## src/rtl/barrel_collision.sv

```systemverilog
// rtl/barrel_collision.sv - Mario/barrel hit detection, lives, jump-over scoring and game state.
// All outputs come straight from flops; geometry is evaluated combinationally each cycle.
module barrel_collision #(
    parameter int MARIO_W     = 24,
    parameter int MARIO_H     = 32,
    parameter int ROLL_W      = 32,
    parameter int FALL_W      = 42,
    parameter int BARREL_H    = 24,
    parameter int HIT_CONFIRM = 2,
    parameter int LIVES       = 3,
    parameter int OVER_HOLD   = 64,
    parameter int JUMP_DY     = 40,
    parameter int JUMP_SCORE  = 100
) (
    input  logic        clk,
    input  logic        rst,
    input  logic        start,
    input  logic [9:0]  mario_x,
    input  logic [8:0]  mario_y,
    input  logic [9:0]  barrel_x,
    input  logic [8:0]  barrel_y,
    input  logic [1:0]  barrel_state,
    output logic        over,
    output logic        hit,
    output logic [1:0]  lives,
    output logic [15:0] score,
    output logic [1:0]  game_state
);

    localparam int CNT_W  = $clog2(HIT_CONFIRM + 1);
    localparam int HOLD_W = $clog2(OVER_HOLD + 1);

    typedef enum logic [1:0] {
        IDLE     = 2'b00,
        PLAY     = 2'b01,
        HIT      = 2'b10,
        GAMEOVER = 2'b11
    } state_t;

    state_t            state;
    logic [CNT_W-1:0]  hit_cnt;
    logic [CNT_W-1:0]  hit_inc;
    logic [HOLD_W-1:0] hold_cnt;
    logic              jump_armed;

    logic [10:0] mx, my, bx, by, bw, mario_bottom;
    logic        active, horiz, overlap, jump_ok;
    logic [16:0] score_sum;
    logic [15:0] score_next;

    // Widen to 11 bits so right/bottom edges never wrap.
    assign mx = {1'b0, mario_x};
    assign my = {2'b00, mario_y};
    assign bx = {1'b0, barrel_x};
    assign by = {2'b00, barrel_y};
    assign bw = (barrel_state == 2'b10) ? 11'(FALL_W) : 11'(ROLL_W);

    assign active       = (barrel_state == 2'b01) || (barrel_state == 2'b10);
    assign horiz        = active && (mx < bx + bw) && (bx < mx + 11'(MARIO_W));
    assign overlap      = horiz && (my < by + 11'(BARREL_H)) && (by < my + 11'(MARIO_H));
    assign mario_bottom = my + 11'(MARIO_H);
    assign jump_ok      = (by >= mario_bottom) && ((by - mario_bottom) <= 11'(JUMP_DY));

    assign score_sum  = {1'b0, score} + 17'(JUMP_SCORE);
    assign score_next = score_sum[16] ? 16'hFFFF : score_sum[15:0];
    assign hit_inc    = hit_cnt + CNT_W'(1);
    assign game_state = state;

    always_ff @(posedge clk) begin
        if (rst) begin
            state      <= IDLE;
            over       <= 1'b0;
            hit        <= 1'b0;
            lives      <= 2'(LIVES);
            score      <= 16'd0;
            hit_cnt    <= '0;
            hold_cnt   <= '0;
            jump_armed <= 1'b1;
        end else begin
            hit <= 1'b0;
            case (state)
                IDLE: begin
                    over <= 1'b0;
                    if (start) state <= PLAY;
                end
                PLAY: begin
                    if (overlap) begin
                        // Overlap takes precedence over any jump credit this cycle.
                        if (hit_inc == CNT_W'(HIT_CONFIRM)) begin
                            hit     <= 1'b1;
                            over    <= 1'b1;
                            lives   <= lives - 2'd1;
                            hit_cnt <= '0;
                            if (lives == 2'd1) begin
                                state <= GAMEOVER;
                            end else begin
                                state    <= HIT;
                                hold_cnt <= '0;
                            end
                        end else begin
                            hit_cnt <= hit_inc;
                        end
                    end else begin
                        hit_cnt <= '0;
                        if (!horiz) begin
                            jump_armed <= 1'b1;
                        end else if (jump_ok && jump_armed) begin
                            score      <= score_next;
                            jump_armed <= 1'b0;
                        end
                    end
                end
                HIT: begin
                    if (hold_cnt == HOLD_W'(OVER_HOLD - 1)) begin
                        state      <= PLAY;
                        over       <= 1'b0;
                        jump_armed <= 1'b1;
                    end else begin
                        hold_cnt <= hold_cnt + HOLD_W'(1);
                    end
                end
                GAMEOVER: begin
                    over <= 1'b1;
                end
                default: state <= IDLE;
            endcase
        end
    end

endmodule

```

## config.mk

```make
export PLATFORM = sky130hd
export DESIGN_NAME = barrel_collision
export DESIGN_NICKNAME = d
export VERILOG_FILES = /design/src/rtl/barrel_collision.sv
export SDC_FILE = /design/constraint.sdc
export NUM_CORES = 1
export LEC_CHECK = 0
export ABC_AREA = 1
export BUFFER_PORTS_ARGS = -buffer_cell sky130_fd_sc_hd__clkbuf_2
export CORE_MARGIN = 2
export CORE_UTILIZATION = 61
export DETAILED_ROUTE_END_ITERATION = 7
export PLACE_DENSITY_LB_ADDON = 0.1
export SYNTH_ARGS = -nofsm -noshare
export SYNTH_HDL_FRONTEND = slang
export SYNTH_SLANG_ARGS = --single-unit
```

## constraint.sdc

```tcl
create_clock -name clk -period 8.8 [get_ports clk]
set_input_delay 1.32 -clock clk [delete_from_list [all_inputs] [get_ports clk]]
set_output_delay 1.32 -clock clk [all_outputs]
set_load 0.01 [all_outputs]
```

# After elaboration in Yosys (flattened, before gate mapping)
# Cells that the tools add are included.
totals:
  wordCells: 83
  register_bits: 32
  in_bits: 43
  out_inout_bits: 22
classes:
  n_reduce_logical: 17
  addsub: 9
  n_lt_le_gt_ge: 6
  eq_ne: 16
  mux: 25
  bitwise: 2
ops:
  columns: ["cell", "count"]
  rows:
  - ["$mux W7", 4]
  - ["$lt A10 B11 Y1", 2]
  - ["$add A16 B7 Y17 const B", 1]
  - ["$mux W16", 1]
  - ["$ne A2 B2 Y1 const B", 7]
  - ["$pmux W7 S2", 1]
  - ["$mux W2", 6]
  - ["$add A10 B5 Y11 const B", 1]
  - ["$add A10 B6 Y11", 1]
  - ["$le A11 B6 Y1 const B", 1]
  - ["$lt A9 B11 Y1", 1]
  - ["$sub A9 B10 Y11", 1]
  - ["$add A9 B5 Y10 const B", 1]
  - ["$add A9 B6 Y10 const B", 1]
  - ["$ge A9 B10 Y1", 1]
  - ["$lt A9 B10 Y1", 1]
  - ["$reduce_and A5 Y1", 2]
  - ["$mux W1", 9]
  - ["$eq A2 B2 Y1 const B", 4]
  - ["$reduce_and A4 Y1", 2]
  - ["$add A7 B1 Y7 const B", 1]
  - ["$eq A7 B6 Y1 const B", 1]
  - ["$eq A2 B1 Y1 const B", 3]
  - ["$logic_and A1 B1 Y1", 6]
  - ["14 further kinds", 16]

# Depth between registers and ports, before layout
# Gate-level depths: netlist (run 1).
depth:
  word_depth: 10
  mapped_depth: 26
  depth_no_buf: 26

# Worst setup path before layout (run 1)
# No wires, ideal clock.
synth_path:
  path_type: "input -> register"
  startpoint: "in barrel_state[0]"
  endpoint: "reg score[9]"
  cell_stages: 26
  setup_ns: 0.132
  n_path_buf: 1
  slack_ns: 5.008
  arrival_ns: 3.660
  path_cell_list: "inv_1 > ha_1 > or2_1 > nand2_1 > inv_2 > nand2_1 > nor2_1 > nand2_1 > nand2_1 > xnor2_1 > ha_1 > nand2_1 > inv_1 > a21oi_1 > nand2_1 > nand2_1 > nand2_1 > nand2_1 > nand2_1 > nand2_1 > nand2_1 > nor2_4 > nand2_2 > buf_2 > nand2_1 > a21oi_1"
synth_between:
  elab_chain_cells: 10
  elab_cells_between_ends: 12
  classes_between: "add/sub (1); order compare (1); eq/ne (2); mux (1); bitwise (1); reduce/logical (6)"
synth_lines:
  columns: ["element", "line_no", "text"]
  rows:
  - ["start: declaration", "22", "input logic [1:0] barrel_state,"]
  - ["$eq A2 B2 Y1", "56, 58", null]
  - ["$mux W4", "56", "assign bw = (barrel_state == 2'b10) ? 11'(FALL_W) : 11'(ROLL_W);"]
  - ["$add A10 B6 Y11", "59", "assign horiz = active && (mx < bx + bw) && (bx < mx + 11'(MARIO_W));"]
  - ["$lt A10 B11 Y1", "59", null]
  - ["$logic_and A1 B1 Y1 (*) (2 in series)", "59", null]
  - ["$logic_and A1 B1 Y1 (2 in series)", "60", "assign overlap = horiz && (my < by + 11'(BARREL_H)) && (by < my + 11'(MARIO_H));"]
  - ["$not A1 Y1 (no source line)", null, null]
  - ["$reduce_and A4 Y1 (no source line) (*)", null, null]
  - ["end signal: assignment", "108", "score <= score_next;"]
  - ["end: declaration", "26", "output logic [15:0] score,"]
# Mark *: on every way between the ends. The rest lies on a longest branch, timed or not.
# A chain may end at the register's enable or synchronous reset.

# Final worst setup path (run 1)
layout_path:
  startpoint: "in barrel_state[0]"
  endpoint: "reg score[5]"
# The elaborated chain is that of the path after synthesis.

==> results of run 1 <==
[cell type report]
type | instances | area, um^2
multi-input cells | 433 | 2457
well taps | 72 | 90.09
inverters | 84 | 315.3
clock inverters | 2 | 35.03
flip-flops and latches | 31 | 620.6
fillers | 505 | 1551
repair buffers | 64 | 320.3
clock buffers | 6 | 82.58
[logic make-up after synthesis]
kind of cell,Yosys count,synth area share [%]
compound gates,56,8.593
xor+xnor,26,6.599
fa+ha+maj,49,17.77
buf+inv,94,10.80
flops,31,17.98
simple gates,302,38.25
[placed cells by master, fill, tap and decap left out, drive strengths merged]
cell | Yosys | layout
nor4 | 1 | 1
clkinv | 0 | 1
a32oi | 1 | 1
nand4 | 3 | 3
nand2 | 159 | 159
clkbuf | 4 | 70
o21a | 1 | 1
and2 | 2 | 2
xnor2 | 7 | 7
ha | 49 | 49
nand3b | 6 | 6
a21o | 2 | 2
o21ai | 4 | 4
or2 | 6 | 6
nor2 | 51 | 51
o31ai | 1 | 1
nand3 | 68 | 68
bufinv | 0 | 1
a21oi | 46 | 46
nor3 | 6 | 6
inv | 84 | 84
o21bai | 1 | 1
xor2 | 19 | 19
dfxtp | 31 | 31
[worst paths after layout]
kind | from | to | slack (ns)
worst max-delay path | barrel_state[0] | score[5]$_SDFFE_PP0P_ | 4.78
worst min register to register | hit_cnt[1]$_SDFFE_PP0P_ | hit_cnt[1]$_SDFFE_PP0P_ | 0.44
worst max register to register | game_state[0]$_SDFFE_PP0P_ | hold_cnt[2]$_SDFFE_PP0P_ | 6.62
worst min-delay path | hit_cnt[1]$_SDFFE_PP0P_ | hit_cnt[1]$_SDFFE_PP0P_ | 0.44
[sequential cells by signal, indices dropped and copies added (netlist names)]
| name | count |
|---|---|
| hold_cnt | 7 |
| hit_cnt | 2 |
| score | 15 |
| game_state | 2 |
| lives | 2 |
| hit | 1 |
| over | 1 |
| jump_armed | 1 |
[per-layer routing]
layer  vias up  share of wire, %  global-route usage, %
li1       1905                 -                      -
met2        72                47                  44.41
met1      1532                49                  31.82
met5         -                 0                      0
met4         0              0.71                  5.690
met3         6               3.5                  4.205
[power groups by stage]
| stage | Combinational, mW | Sequential [mW] | Clock (mW) |
|---|---|---|---|
| finish | 0.232 | 0.161 | 0.147 |
| global route | 0.269 | 0.162 | 0.155 |
| CTS | 0.232 | 0.161 | 0.150 |
| detailed placement | 0.231 | 0.164 | 0 |
| global placement | 0.223 | 0.163 | 0 |
| floorplan | 0.175 | 0.165 | 0 |
[worst min-delay path, delay by kind of cell, from the launching register on]
kind                   cells  cell delay [ns]
and+or+nand+nor            1             0.03
buffers and inverters      1             0.05
DFF                        1             0.32
[metrics by stage]
stage	utilization, %	instances	area [um^2]	total power [mW]
6_report	71.65	692	3921	0.5396
5_1_grt	71.65	692	3921	0.5860
4_1_cts	71.65	692	3921	0.5430
3_5_place_dp	69.50	684	3804	0.3949
3_3_place_gp	69.50	684	3804	0.3864
2_1_floorplan	-	558	3451	0.3392
==> metrics.yaml, run 1 <==
global_routing:
  grt_max_degree: 26
  grt_overflow: 0
  antenna_found_initial: 0
  grt_pass1_vias: 3212
  grt_pass1_wl_um: 13130
  grt_use_total_pct: 25.11
synth:
  synth.top_cell.area_share_pct: 17.98
  ys_top_cells_by_count: "157 x nand2_1, 82 x inv_1, 68 x nand3_1, 49 x ha_1, 47 x nor2_1"
  ys_seq_area_share_pct: 17.98
  ys_warn_count: 0
  synth_top_area_cell: "dfxtp_1"
  syn_area_um2: 3451
  synth_cell_types: 32
  ys_ff_latch: 31
  yosysMostFrequentCell: "nand2_1"
  synth_cells: 558
  async_flop_share_pct: 0
  syn_area_per_cell_um2: 6.184
  synth_area_leaders: "dfxtp_1 18%, ha_1 18%, nand2_1 17%, nand3_1 9.9%, inv_1 8.9%"
  synth_edf_count: 0
  yosys_most_used_dff: "dfxtp_1"
  syn_nets: 650
clock_network:
  postCtsResizedCells: 0
  clk_latency_ns: 0.28
  postCtsSetupBuffers: 0
  root_buffer: "clkbuf_8"
  numCtsBuffers: 5
  ctsHoldBuffers: 0
  cts.sinks: 31
  cts.clk_slew.worst_paths_ns: 0.07
  clk_path_buf_depth: 2
  htreeDepth: 2
  cts_tree: "yes"
timing:
  tightest_slew_ns: 0.5542
  hold_viol: 0
  timing.final.crit_share_pct: 45.66
  max_slew_margin_pct: 63.06
  finalSetupTns_ns: 0
  whs_ns: 0.4381
  max_freq_mhz: 248.9
  setup_slack_ns: 4.782
  drv_slew: 0
  fin_skew_ns: 0.006322
  fin_crit_ns: 4.018
  setup-violations-final: 0
  rsz0062_at_grt: "false"
place:
  hpwlAfterDp_um: 6013
  pre_cts_ws_ns: 4.526
  gp_routability_congestion: 0.8419
  io_buffer_count: 64
setup_path:
  crit_slowest_cell: "nor2_4"
  reg2regPathDepth: 9
  critPathMaxStageDelay_ns: 0.30
  cp.buffers_inverters: 4
  start_kind: "input port"
  crit_arrival_ns: 4.17
  crit_fanout: 15
  required_ns: 8.95
  crit_family: "simple AND/OR/NAND/NOR gates"
  crit_chain: "clkbuf_2 -> inv_1 -> ha_1 -> nand2_1 -> inv_1 -> ha_1 -> nand3_1 -> a21oi_1 -> a21oi_1 -> ha_1 -> nand2_1 -> inv_1 -> a21oi_1 -> nand2_1 -> nand2_1 -> nand2_1 -> nand2_1 -> nand2_1 -> nand2_1 -> nand2_1 -> nor2_4 -> nand2_2 -> nand2_1 -> a21oi_1"
  cpMostUsedCell: "nand2_1"
  critical_path_class: "in2reg"
  end_kind: "register"
  critical_path_cell_count: 24
pwr:
  irDropWorstVdd_uv: 92.16
  seq_power_share_pct: 29.8
  p_sw_share_pct: 39.47
  netSwitchingPower_uw: 212.9
  power.density_nw_per_um2: 137.6
  power.share.clock_pct: 27.2
  internal_power_uw: 326.6
  p_leak_nw: 2.137
  p_comb_share_pct: 43.0
routing:
  ant_nets: 0
  vias: 3515
  dr.pass1.iters: 5
  finalWirelength_um: 7477
  avgRoutedWirePerCell_um: 10.80
  drtIter0Drc: 118
  vias_per_cell: 5.079
  route.detailed.drc: 0
floorplanning:
  rows: 27
  dieArea_um2: 6275
  start_util_pct: 63.05
  core-area_um2: 5473
  io_pins: 65
  die_w_um: 79.22
  die_y_um: 79.22
hold_path:
  min_path_type: "reg2reg"
  whs_path_depth: 2
final_layout:
  final_nets: 711
  drive_above_1_share_pct: 13.87
  syn_to_final_growth_pct: 13.63
  antenna_cells: 0
flow_run:
  maxCapViolCount: 0
status:
  outcome: "complete, no violations"
No activity file was read; power rests on OpenSTA's default activity.
==> run 2, diff against run 1 <==
--- a/config.mk
+++ b/config.mk
@@ -8,7 +8,7 @@
 export ABC_AREA = 1
 export BUFFER_PORTS_ARGS = -buffer_cell sky130_fd_sc_hd__clkbuf_2
 export CORE_MARGIN = 2
-export CORE_UTILIZATION = 61
+export CORE_UTILIZATION = 57
 export DETAILED_ROUTE_END_ITERATION = 7
 export PLACE_DENSITY_LB_ADDON = 0.1
 export SYNTH_ARGS = -nofsm -noshare
==> constraint.sdc (replaced) <==
create_clock -name clk -period 3.7 [get_ports clk]
set_input_delay 0.555 -clock clk [delete_from_list [all_inputs] [get_ports clk]]
set_output_delay 0.555 -clock clk [all_outputs]
set_load 0.01 [all_outputs]
==> run 2 against run 1 <==
  * Sequential share of layout area up 0.11 points
  * Flip-flop and latch count is the same
  * Cell area down 0.67%
  * Combinational power rose by 140%
  * Die area up 6.6%
  * Worst setup slack got worse by 4.2 ns
  * Clock skew down 0.00098 ns
  * Via count up 1.5%
  * Wire length rose by 2.3%
  * Sequential power grew 140%
  * Utilization fell by 5.5 points
==> metrics.yaml, run 2 (same netlist as run 1, synthesis figures left out) <==
setup_path:
  required_ns: 3.84  # -5.11 ns
  start_kind: "input port"
  crit_fanout: 12  # -3
  cpMostUsedCell: "nand2_1"
  crit_arrival_ns: 3.29  # -0.88 ns
  crit_slowest_cell: "ha_1"
  critical_path_class: "in2reg"
  end_kind: "register"
  critPathMaxStageDelay_ns: 0.28  # -0.02 ns
global_routing:
  grt_overflow: 0  # unchanged
  grt_use_total_pct: 24.12  # -0.99 points
  grt_pass1_vias: 3289  # +2.4%
  grt_max_degree: 26  # unchanged
  grt_pass1_wl_um: 13250  # +0.90%
  antenna_found_initial: 0  # unchanged
place:
  io_buffer_count: 64  # unchanged
  numPlacedInstances: 689  # +0.73%
  dpl_cell_area_um2: 3822  # +0.49%
  gp_routability_congestion: 0.8782  # +4.3%
  hpwlAfterDp_um: 6255  # +4.0%
clock_network:
  cts.sinks: 31  # unchanged
  root_buffer: "clkbuf_8"
  ctsHoldBuffers: 0  # unchanged
  htreeDepth: 2  # unchanged
  clk_latency_ns: 0.28  # about the same
  clk_path_buf_depth: 2  # unchanged
  cts.clk_slew.worst_paths_ns: 0.06  # about the same
  postCtsSetupBuffers: 0  # unchanged
  postCtsResizedCells: 0  # unchanged
  numCtsBuffers: 5  # unchanged
  cts_tree: "yes"
pwr:
  internal_power_uw: 686.7  # +110%
  netSwitchingPower_uw: 492.2  # +130%
  irDropWorstVdd_uv: 238.4  # +160%
  p_comb_share_pct: 47.2  # +4.2 points
  fin_total_pwr_mw: 1.179  # +120%
  p_sw_share_pct: 41.75  # +2.3 points
  seq_power_share_pct: 32.4  # +2.6 points
  power.share.clock_pct: 20.4  # -6.8 points
  p_leak_nw: 2.124  # -0.62%
  power.density_nw_per_um2: 302.7  # +120%
final_layout:
  drive_above_1_share_pct: 13.71  # -0.16 points
  syn_to_final_growth_pct: 12.87
  final_cell_mix: "157 x nand2_1, 82 x inv_1, 68 x nand3_1"
  reg_top3: "score x15, hold_cnt x7"
  largest_reg_flops: 15  # unchanged
  final_nets: 713  # +0.28%
  layout_commonest_cell: "nand2_1"
  antenna_cells: 0  # unchanged
  top_register: "score"
  layoutNonFillerInstCount: 695  # +0.43%
  multiInputGateArea_um2: 2457  # unchanged
  design_area_um2: 3895  # -0.67%
  regArea_um2: 620.6  # unchanged
  fillCellCount: 577  # +14%
timing:
  finalSetupTns_ns: 0  # unchanged
  rsz0062_at_grt: "false"
  tightest_slew_ns: 0.5708  # +0.01667 ns
  timing.final.crit_share_pct: 85.22
  max_freq_mhz: 317.1
  max_slew_margin_pct: 61.84  # -1.2 points
  drv_slew: 0  # unchanged
  hold_viol: 0  # unchanged
  setup-violations-final: 0  # unchanged
  fin_crit_ns: 3.153
  fin_skew_ns: 0.005345  # -0.0009775 ns
routing:
  vias_per_cell: 5.131  # +1.0%
  vias: 3566  # +1.5%
  finalWirelength_um: 7651  # +2.3%
  dr.pass1.iters: 5  # unchanged
  ant_nets: 0  # unchanged
  drtIter0Drc: 135  # +14%
  avgRoutedWirePerCell_um: 11.01  # +1.9%
  route.detailed.drc: 0  # unchanged
floorplanning:
  rows: 28  # +3.7%
  die_y_um: 81.81  # +3.3%
  die_w_um: 81.81  # +3.3%
  core-area_um2: 5886  # +7.5%
  start_util_pct: 58.63  # -4.4 points
  dieArea_um2: 6692  # +6.6%
  io_pins: 65  # unchanged
hold_path:
  min_path_type: "reg2reg"
flow_run:
  maxCapViolCount: 0  # unchanged
status:
  outcome: "complete, no violations"
## run 2: path summary, 6_finish.rpt
path	cells past startpoint	from	slack (ns)	endpoint
setup / recovery	26	barrel_state[0]	0.55	hold_cnt[0]$_SDFFE_PP0P_
hold / removal	2	hit_cnt[1]$_SDFFE_PP0P_	0.44	hit_cnt[1]$_SDFFE_PP0P_
setup reg to reg	9	game_state[0]$_SDFFE_PP0P_	1.51	hold_cnt[0]$_SDFFE_PP0P_
hold reg to reg	2	hit_cnt[1]$_SDFFE_PP0P_	0.44	hit_cnt[1]$_SDFFE_PP0P_
## run 2: metrics by stage
| step | utilization (%) | setup slack, ns | hold slack, ns |
|---|---|---|---|
| after floorplan | - | 0.6727 | 0.4187 |
| after global placement | 64.94 | 0.3325 | 0.4320 |
| after detailed placement | 64.94 | 0.2388 | 0.4301 |
| after CTS | 66.18 | 0.5330 | 0.4398 |
| after global routing | 66.18 | 0.1684 | 0.4736 |
| final | 66.18 | 0.5469 | 0.4414 |
## run 2: final cells by class
cell class                 instances  share of cell area [%]
clock buffer                       6                   1.863
inverter                          84                   8.095
tap                               75                   2.409
sequential                        31                   15.93
timing repair buffer              66                   8.609
multi-input combinational        433                   63.09
## run 2: worst max-delay path: cells and delay by family
kind | cells | cell delay [ns]
buffers and inverters | 4 | 0.20
XOR/XNOR | 1 | 0.13
AO/OA/AOI/OAI | 2 | 0.19
AND/OR/NAND/NOR | 17 | 1.69
adder cells (fa/ha/maj) | 2 | 0.51
## run 2: layer usage
metal  wire [um]  GRT usage [%]
met1        3595          29.94
met2        3734          44.31
met3         295          3.956
met4          26          3.667
met5           0              0
## run 2: power groups by stage
stage	Sequential [mW]	Combinational [mW]	Clock [mW]
after floorplan	0.391	0.415	0
after global placement	0.388	0.536	0
after detailed placement	0.389	0.555	0
after CTS	0.382	0.558	0.246
after global routing	0.385	0.643	0.263
final	0.382	0.557	0.240
==> run 3, diff against run 2 <==
--- a/config.mk
+++ b/config.mk
@@ -8,7 +8,8 @@
 export ABC_AREA = 1
 export BUFFER_PORTS_ARGS = -buffer_cell sky130_fd_sc_hd__clkbuf_2
 export CORE_MARGIN = 2
-export CORE_UTILIZATION = 57
+export CORE_UTILIZATION = 58
+export CTS_BUF_LIST = sky130_fd_sc_hd__clkbuf_4 sky130_fd_sc_hd__clkbuf_8
 export DETAILED_ROUTE_END_ITERATION = 7
 export PLACE_DENSITY_LB_ADDON = 0.1
 export SYNTH_ARGS = -nofsm -noshare
==> run 3 against run 2 <==
  * Cell area up 0.39%
  * Wire length decreased by 2.2%
  * Cell count is 0.14% higher
  * Non-clock buffer count did not move
  * Power increased by 2.7%
  * Die area down 1.6%
  * Via count up 0.36%
  * Sequential share of layout area decreased by 0.061 points
  * Register-to-register slack about the same
  * Utilization increased by 0.65 points
  * First-iteration DRC count fell by 31%
  * Global-route usage grew 0.35 points
  * Highest routed layer unchanged
==> metrics.yaml, run 3 (same netlist as run 1, synthesis figures left out) <==
status:
  outcome: "complete, no violations"
final_layout:
  antenna_cells: 0  # unchanged
  largest_reg_flops: 15  # unchanged
  syn_to_final_growth_pct: 13.31
  final_nets: 713  # unchanged
  layoutNonFillerInstCount: 696  # +0.14%
  drive_above_1_share_pct: 14.01  # +0.30 points
  reg_top3: "score x15, hold_cnt x7"
  fillCellCount: 558  # -3.3%
  layout_commonest_cell: "nand2_1"
  top_register: "score"
  final_cell_mix: "157 x nand2_1, 82 x inv_1, 68 x nand3_1"
clock_network:
  clk_path_buf_depth: 2  # unchanged
  postCtsResizedCells: 0  # unchanged
  cts.clk_slew.worst_paths_ns: 0.07  # about the same
  cts.sinks: 31  # unchanged
  root_buffer: "clkbuf_8"
  postCtsSetupBuffers: 0  # unchanged
  cts_tree: "yes"
  ctsHoldBuffers: 0  # unchanged
  numCtsBuffers: 5  # unchanged
  htreeDepth: 2  # unchanged
  clk_latency_ns: 0.29  # about the same
timing:
  hold_viol: 0  # unchanged
  setup-violations-final: 0  # unchanged
  fin_crit_ns: 3.128  # -0.02534 ns
  max_slew_margin_pct: 62.24  # +0.40 points
  rsz0062_at_grt: "false"
  max_freq_mhz: 319.7  # +0.81%
  drv_slew: 0  # unchanged
  timing.final.crit_share_pct: 84.53  # -0.68 points
  finalSetupTns_ns: 0  # unchanged
  setup_slack_ns: 0.5722  # +0.02534 ns
  whs_ns: 0.4492  # +0.007749 ns
  tightest_slew_ns: 0.5649  # -0.005965 ns
  fin_skew_ns: 0.007765  # +0.002420 ns
routing:
  finalWirelength_um: 7484  # -2.2%
  drtIter0Drc: 93  # -31%
  dr.pass1.iters: 4  # -1
  route.detailed.drc: 0  # unchanged
  vias: 3579  # +0.36%
  vias_per_cell: 5.142  # +0.22%
  ant_nets: 0  # unchanged
  avgRoutedWirePerCell_um: 10.75  # -2.3%
setup_path:
  cp.buffers_inverters: 4  # unchanged
  critPathMaxStageDelay_ns: 0.28  # about the same
  crit_family: "simple AND/OR/NAND/NOR gates"
  critical_path_class: "in2reg"
  r2r-start: "game_state[0]$_SDFFE_PP0P_"
  r2r-end: "hold_cnt[3]$_SDFFE_PP0P_"
  crit_fanout: 12  # unchanged
  start_kind: "input port"
  required_ns: 3.85  # about the same
  reg2regPathDepth: 9  # unchanged
  end_kind: "register"
  cpMostUsedCell: "nand2_1"
  crit_arrival_ns: 3.28  # about the same
  rrSetupSlack_ns: 1.51  # about the same
  crit_slowest_cell: "ha_1"
floorplanning:
  die_y_um: 81.14  # -0.82%
  core-area_um2: 5851  # -0.60%
  start_util_pct: 58.98  # +0.35 points
  io_pins: 65  # unchanged
  rows: 28  # unchanged
  die_w_um: 81.14  # -0.82%
  dieArea_um2: 6583  # -1.6%
global_routing:
  grt_max_degree: 26  # unchanged
  grt_pass1_vias: 3294  # +0.15%
  grt_pass1_wl_um: 13260  # about the same
  antenna_found_initial: 0  # unchanged
  grt_use_total_pct: 24.47  # +0.35 points
  grt_overflow: 0  # unchanged
pwr:
  fin_total_pwr_mw: 1.211  # +2.7%
  power.density_nw_per_um2: 309.6  # +2.3%
  irDropWorstVdd_uv: 232.6  # -2.4%
  p_leak_nw: 2.134  # +0.47%
place:
  numPlacedInstances: 689  # unchanged
  io_buffer_count: 64  # unchanged
  pre_cts_ws_ns: 0.2791  # +0.04039 ns
  gp_routability_congestion: 0.9210  # +4.9%
  hpwlAfterDp_um: 6094  # -2.6%
hold_path:
  whs_path_depth: 2  # unchanged
  worstHoldStart: "hit_cnt[1]$_SDFFE_PP0P_"
  min_path_type: "reg2reg"
  whs_endpoint: "hit_cnt[1]$_SDFFE_PP0P_"
flow_run:
  maxCapViolCount: 0  # unchanged
-- run 3: power breakdown --
group / internal [mW] / switching [mW] / total (mW) / leakage, nW
Sequential: 0.362 / 0.0220 / 0.384 / 0.251
Combinational: 0.198 / 0.356 / 0.554 / 1.84
Clock: 0.146 / 0.127 / 0.273 / 0.0470
Total: 0.706 / 0.505 / 1.21 / 2.13
-- run 3: worst max path at each step --
stage	startpoint	end	slack, ns	depth (start not counted)
floorplan	barrel_state[0]	score[9]$_SDFFE_PP0P_	0.67	26
global placement	barrel_state[0]	hold_cnt[6]$_SDFFE_PP0P_	0.34	26
detailed placement	barrel_state[0]	hold_cnt[2]$_SDFFE_PP0P_	0.28	26
CTS	barrel_state[0]	hold_cnt[2]$_SDFFE_PP0P_	0.57	26
global route	barrel_state[0]	hold_cnt[6]$_SDFFE_PP0P_	0.18	24
finish	barrel_state[0]	hold_cnt[3]$_SDFFE_PP0P_	0.57	26
-- run 3: final cells by class --
cell class                 count  area (um^2)  share of cell area, %
sequential                    31        620.6                  15.87
clock buffer                   6        82.58                  2.112
timing repair buffer          66        335.3                  8.576
tap                           75        93.84                  2.400
multi-input combinational    433         2457                  62.85
inverter                      84        315.3                  8.064
clock inverter                 1        5.005                 0.1280
-- run 3: tightest hold or removal path, delay by kind of cell, from the launching register on --
family	cells	cell delay [ns]
buf+inv	1	0.05
flops	1	0.32
simple gates	1	0.03
-- run 3: stage by stage --
stage | utilization (%) | cell area (um^2)
global placement | 65.33 | 3822
detailed placement | 65.33 | 3822
global route | 66.83 | 3910
finish | 66.83 | 3910
floorplan | - | 3451
CTS | 66.83 | 3910
-- run 3: per-layer routing --
metal	global-route usage, %	part of all wire [%]	vias up	wire, um
li1	-	-	1907	-
met1	30.24	47	1596	3521
met2	45.21	48	68	3622
met3	3.556	3.8	8	284
met4	4.407	0.75	0	56
met5	0	0	-	0
